`src/rtl/thermistor_sampler.sv`:
```
// Thermistor ADC front end: 2-flop synchroniser, sample divider, 2^LOG2_AVG window averager,
// sticky valid/overrun handshake and hysteretic alarm. Define THERM_MINMAX_EN to build min/max tracking.
module thermistor_sampler #(
   parameter int DATA_W     = 8,
   parameter int LOG2_AVG   = 2,
   parameter int SAMPLE_DIV = 4
) (
   input  logic              clock,
   input  logic              reset,
   input  logic              enable,
   input  logic [DATA_W-1:0] adc_in,
   input  logic [DATA_W-1:0] thr_hi,
   input  logic [DATA_W-1:0] thr_lo,
   input  logic              rd_ack,
   output logic [DATA_W-1:0] avg_out,
   output logic              avg_valid,
   output logic              overrun,
   output logic              alarm,
   output logic [DATA_W-1:0] min_out,
   output logic [DATA_W-1:0] max_out
);

   localparam int DIV_W = (SAMPLE_DIV > 1) ? $clog2(SAMPLE_DIV) : 1;
   localparam int ACC_W = DATA_W + LOG2_AVG;
   localparam int N_W   = LOG2_AVG + 1;
   localparam logic [N_W-1:0]   N_FULL   = N_W'(2 ** LOG2_AVG);
   localparam logic [DIV_W-1:0] DIV_LAST = DIV_W'(SAMPLE_DIV - 1);

   typedef enum logic [1:0] {IDLE, ACCUM, DONE} state_t;

   state_t             state, state_next;
   logic [DATA_W-1:0]  sync1, sync2;
   logic [DIV_W-1:0]   div_cnt, div_cnt_next;
   logic [ACC_W-1:0]   acc, acc_next, acc_base;
   logic [N_W-1:0]     n, n_next, n_base;
   logic               tick;
   logic [DATA_W-1:0]  avg_new;

   assign tick    = enable && (div_cnt == DIV_LAST);
   assign avg_new = DATA_W'(acc >> LOG2_AVG);

   always_ff @(posedge clock or negedge reset) begin
      if (!reset) begin
         sync1   <= '0;
         sync2   <= '0;
         div_cnt <= '0;
         state   <= IDLE;
         acc     <= '0;
         n       <= '0;
      end else begin
         sync1   <= adc_in;
         sync2   <= sync1;
         div_cnt <= div_cnt_next;
         state   <= state_next;
         acc     <= acc_next;
         n       <= n_next;
      end
   end

   // A tick landing in IDLE or DONE starts a fresh window, so SAMPLE_DIV=1 loses no samples.
   always_comb begin
      div_cnt_next = '0;
      state_next   = IDLE;
      acc_next     = '0;
      n_next       = '0;
      acc_base     = (state == ACCUM) ? acc : '0;
      n_base       = (state == ACCUM) ? n : '0;
      if (enable) begin
         div_cnt_next = (div_cnt == DIV_LAST) ? '0 : div_cnt + DIV_W'(1);
         state_next   = ACCUM;
         acc_next     = acc_base;
         n_next       = n_base;
         if (tick) begin
            acc_next = acc_base + ACC_W'(sync2);
            n_next   = n_base + N_W'(1);
            if (n_base + N_W'(1) == N_FULL) begin
               state_next = DONE;
            end
         end
      end
   end

   // DONE takes precedence over a coincident acknowledge.
   always_ff @(posedge clock or negedge reset) begin
      if (!reset) begin
         avg_out   <= '0;
         avg_valid <= 1'b0;
         overrun   <= 1'b0;
         alarm     <= 1'b0;
      end else if (state == DONE) begin
         avg_out   <= avg_new;
         avg_valid <= 1'b1;
         if (avg_valid && !rd_ack) begin
            overrun <= 1'b1;
         end
         if (avg_new >= thr_hi) begin
            alarm <= 1'b1;
         end else if (avg_new <= thr_lo) begin
            alarm <= 1'b0;
         end
      end else if (rd_ack && avg_valid) begin
         avg_valid <= 1'b0;
         overrun   <= 1'b0;
      end
   end

`ifdef THERM_MINMAX_EN
   logic mm_seen;

   always_ff @(posedge clock or negedge reset) begin
      if (!reset) begin
         min_out <= '0;
         max_out <= '0;
         mm_seen <= 1'b0;
      end else if (state == DONE) begin
         if (!mm_seen || avg_new < min_out) begin
            min_out <= avg_new;
         end
         if (!mm_seen || avg_new > max_out) begin
            max_out <= avg_new;
         end
         mm_seen <= 1'b1;
      end
   end
`else
   assign min_out = '0;
   assign max_out = '0;
`endif

endmodule

```
`config.mk`:
```
export PLATFORM = sky130hd
export DESIGN_NAME = thermistor_sampler
export DESIGN_NICKNAME = d
export VERILOG_FILES = /design/src/rtl/thermistor_sampler.sv
export SDC_FILE = /design/constraint.sdc
export NUM_CORES = 1
export LEC_CHECK = 0
export BUFFER_PORTS_ARGS = -buffer_cell sky130_fd_sc_hd__buf_2
export CELL_PAD_IN_SITES_DETAIL_PLACEMENT = 0
export CELL_PAD_IN_SITES_GLOBAL_PLACEMENT = 1
export CORE_MARGIN = 2
export CORE_UTILIZATION = 46
export DETAILED_ROUTE_END_ITERATION = 12
export MAX_ROUTING_LAYER = met4
export PLACE_DENSITY = 0.83
export SLEW_MARGIN = 20
export SYNTH_ARGS = -nofsm -noshare
export SYNTH_HDL_FRONTEND = slang
export SYNTH_SLANG_ARGS = --single-unit
```
`constraint.sdc`:
```
create_clock -name clock -period 6.18 [get_ports clock]
set_clock_uncertainty 0.15 [all_clocks]
set_input_delay 0.618 -clock clock [delete_from_list [all_inputs] [get_ports clock]]
set_output_delay 0.618 -clock clock [all_outputs]
set_load 0.02 [all_outputs]
```
# == Word level (Yosys, flattened, before mapping) ==
# Cells that the tools add are included.
# Widths: inputs -> output; s select.
# classes
n_addsub,3
n_lt_le_gt_ge,2
n_eq_ne,5
muxes,17
reduce_logical,8
# ops
cell,n
$mux 10,3
$add 10x8->10,1
$mux 2,5
$mux 3,3
$ge 8x8->1,1
$le 8x8->1,1
$mux 1,6
$eq 2x2->1 const B,2
$reduce_and 2->1,2
$reduce_bool 2->1,2
$add 3x1->3 const B,1
$eq 3x3->1 const B,1
$logic_and 1x1->1,3
$add 2x1->2 const B,1
$eq 2x1->1 const B,1
$ne 2x1->1 const B,1
$logic_not 1->1,1
# totals
ff_bits,44
out_inout_bits,27
wordCells,45

# == Longest topological paths before layout ==
# logic_depth
ltp_word,7
ltp_mapped,10
ltp_nobuf,9

# == Worst setup path before layout ==
# Ideal clock, no wire load.
# synth_timing
kind,reg2reg
from,register state[0]
to,register acc[6]
setup_time_ns,0.126
arrival_ns,2.397
slack_ns,3.507
path_stages_with_launch,11
synth_period_minus_slack_ns,2.673
path_cell_list,dfrtp_1 -> nor2b_1 -> clkbuf_1 -> and2_1 -> ha_1 -> fa_1 -> a22oi_1 -> o211ai_1 -> a221oi_4 -> nor3_1 -> a221o_1
# synth_between
elab_chain_len,5
# synth_lines
item,line_no,rtl
"start, declared",31,"state_t state, state_next;"
"start signal, assigned",54,state <= state_next;
$eq 2x1->1 *,66,acc_base = (state == ACCUM) ? acc : '0;
$mux 10 *,66,
$add 10x8->10,74,acc_next = acc_base + ACC_W'(sync2);
$mux 10 *,73,if (tick) begin
$mux 10 *,68,if (enable) begin
named net acc_next[6],34,"logic [ACC_W-1:0] acc, acc_next, acc_base;"
"end signal, assigned",55,acc <= acc_next;
"end, declared",34,
# Mark *: on every way through the listed nets, which the timed path passes. The rest lies on a longest branch.
# A chain may end at the register's enable or synchronous reset.

# == Worst setup path after layout ==
# layout_timing
from,register state[0]
to,register acc[5]
# Same word-level chain as after synthesis.

==> impl_metrics.ini <==
[outcome]
status = finished, final reports clean

[cts]
cts_resized = 0
clock_path_buffers = 2
post_cts_buffers = 0
clkTransAtPathRegs_ns = 0.08
clk_latency_ns = 0.29
cts_tree = done
cts_buffers = 5
ctsHoldBuffers = 0
htree_num_levels = 2
clkSinkCount = 44
root_buffer = clkbuf_8

[placement]
port_buffers = 38
place_area_mm2 = 0.00286
hpwl_um = 3600
globalplace.congestion = 0.791

[final_layout]
n_antenna_cell = 0
fin_area_mm2 = 0.00295
drive_above_1_share_pct = 20.3
areaGrowthSynthToFinish_pct = 9.01
fin_nets = 348

[floorplanning]
dieArea_mm2 = 0.00652
core_area_mm2 = 0.00561
chipHeight_um = 80.7
rows = 27
fp.dieW_um = 80.7
initial_core_util_pct = 48.3
ios = 55

[routing]
via_per_inst = 5.27
drt_first_pass_iters = 4
wire_per_inst_um = 13.4
dr.first_iter.drc_count = 49
antenna_left = 0
vias = 1935
drt-total-wl_um = 4920
drc = 0

[worst_setup_path]
crit_path_end_kind = flip-flop
crit_fanout = 18
critPathTopFamily = simple AND/OR/NAND/NOR gates
slowest_delay_ns = 0.59
path_cells = nor2b_2, and2_1, ha_1, a21o_1, maj3_2, a31o_1, o21a_1, o31ai_2
cp-start-kind = flip-flop
crit_buf_inv = 0
path_class = flip-flop to flip-flop
crit_arrival_ns = 2.98
required_ns = 6.24
worstSetupStartpoint = state[0]
worstReg2RegStart = state[0]
slowest_stage = nor2b_2

[logic_synthesis]
synth_top_cells_by_area = dfrtp_1, ha_1, buf_4, mux2_2, and2_1
ys.flop_type = dfrtp_1
ys_warn_count = 0
synth_cells = 261
syn_avg_cell_area_um2 = 10.4
yosysSeqAreaShare_pct = 40.6
synth_top_area_share_pct = 40.6
synth_area_mm2 = 0.00271
async_flop_share_pct = 100
synth_cell_types = 55
synth_edf_count = 0
synth_top_cell_by_area = dfrtp_1
ys_ff_latch = 44

[timing]
rsz0062_at_grt = no
period_minus_slack_ns = 2.92
worst_pin_slew_ns = 0.952
min_period_over_period_pct = 47.3
hold_violations = 0
relSlewSlack_pct = 36.5
clock.fmax_ghz = 0.342
setup_tns_ns = 0
final-max-slew-violation-count = 0
finalSetupViolCount = 0

[global_route]
grt_start_max_net_pins = 45
grt_pass1_wl_um = 8030
grt_pass1_vias = 1763
grt_overflow = 0
grt_usage_pct = 16.6
antenna_found_initial = 0

[power_and_ir_drop]
p_per_area_mw_per_mm2 = 186
peakVddDrop_mv = 0.152
p_leak_uw = 0.00153

[run]
maxCapViolations = 0

[hold_path]
min_path_type = flip-flop to flip-flop
hp-start = sync1[2]
-- through the flow --
stage | util, % | std cells | total power [uW] | hold WS, ns | worst slack, ns
2_1_floorplan | - | 276 | 359 | 0.172 | 3.51
4_1_cts | 52.6 | 367 | 560 | 0.203 | 2.86
3_3_place_gp | 51.0 | 359 | 373 | 0.182 | 2.96
3_5_place_dp | 51.0 | 359 | 374 | 0.185 | 2.88
5_1_grt | 52.7 | 367 | 578 | 0.209 | 3.03
6_report | 52.7 | 367 | 550 | 0.197 | 3.26
-- report_power, final --
group	leakage [uW]	internal [uW]	switching [uW]	total, uW
registers	0.000567	297	7.00	304
logic	0.000922	23.7	40.3	64.0
clock network	0.0000455	91.2	90.8	182
-- Yosys cell counts (3+ instances only) --
master / instances
buf_6: 3
and2_1: 14
mux2_2: 10
inv_1: 18
nor2b_1: 8
a21oi_1: 13
nor2_1: 5
clkbuf_1: 7
o211ai_1: 6
nand2b_1: 4
nand3_1: 5
a221o_1: 3
o21ai_0: 10
buf_4: 16
nor3_1: 4
dfrtp_1: 44
xor2_1: 3
nand4_1: 4
ha_1: 25
nand2_1: 11
a21o_1: 5
-- layer usage --
layer  up-vias  track usage [%]  share of wire (%)
li1        964                -                  -
met1       906             21.8                 47
met2        55             25.8                 46
met3        10             3.33                5.1
met4         0             5.59                1.9
met5         -                -                  0
-- flip-flops by register name, summed over array words and instances (netlist names) --
signal and cells:
sync1 8, acc 10, n 3, sync2 8
alarm 1, avg_valid 1, state 2, avg_out 8
div_cnt 2, overrun 1
-- worst reg2reg max path: stages, from the launching register on --
cell and delay (ns):
dfrtp_1 0.41, nor2b_2 0.59, and2_1 0.28, ha_1 0.27, a21o_1 0.21, maj3_2 0.34
a31o_1 0.24, o21a_1 0.19, o31ai_2 0.16
-- logic make-up after synthesis --
logic type | synth area share (%)
AND/OR/NAND/NOR | 13.7
XOR/XNOR | 1.62
multiplexers | 4.90
buffers and inverters | 9.47
AO/OA/AOI/OAI | 16.4
other | 0.138
flip-flops | 40.6
adder cells (fa/ha/maj) | 13.1
-- final timing paths --
check                                  end  slack, ns  depth (start not counted)
worst min-delay path              sync2[2]       0.20                          0
min in group asynchronous       avg_out[0]       0.32                          1
worst max register to register      acc[5]       3.26                          8
worst max-delay path                acc[5]       3.26                          8
max in group asynchronous           acc[7]       4.97                          1
worst min register to register    sync2[2]       0.20                          0
-- final cells by class --
class / instances / area [um^2]
Inverter: 19 / 71.3
Sequential cell: 44 / 1100
Tap cell: 72 / 90.1
Multi-Input combinational cell: 186 / 1410
Timing Repair Buffer: 38 / 190
Fill cell: 537 / 2660
Clock buffer: 8 / 90.1
-- cell usage in the layout, fill, tap and decap left out, types with 2 or more instances in the layout --
cell | netlist | final
a211o_1 | 2 | 2
a21o_1 | 5 | 5
a21oi_1 | 13 | 13
a221o_1 | 3 | 3
a22oi_1 | 2 | 2
a31o_1 | 2 | 2
a31oi_1 | 2 | 2
and2_1 | 14 | 14
and3_1 | 2 | 2
buf_2 | 1 | 38
clkbuf_1 | 7 | 2
clkbuf_8 | 0 | 6
conb_1 | 1 | 16
dfrtp_1 | 44 | 44
ha_1 | 25 | 25
inv_1 | 18 | 18
mux2_2 | 10 | 10
mux2i_1 | 2 | 2
nand2_1 | 11 | 11
nand2b_1 | 4 | 4
nand3_1 | 5 | 5
nand4_1 | 4 | 4
nor2_1 | 5 | 5
nor2b_1 | 8 | 7
nor3_1 | 4 | 4
nor3b_1 | 2 | 2
o2111ai_1 | 2 | 2
o211ai_1 | 6 | 6
o21ai_0 | 10 | 10
xnor2_1 | 2 | 2
xor2_1 | 3 | 3
Note: power is estimated with default switching activity, not from simulation.
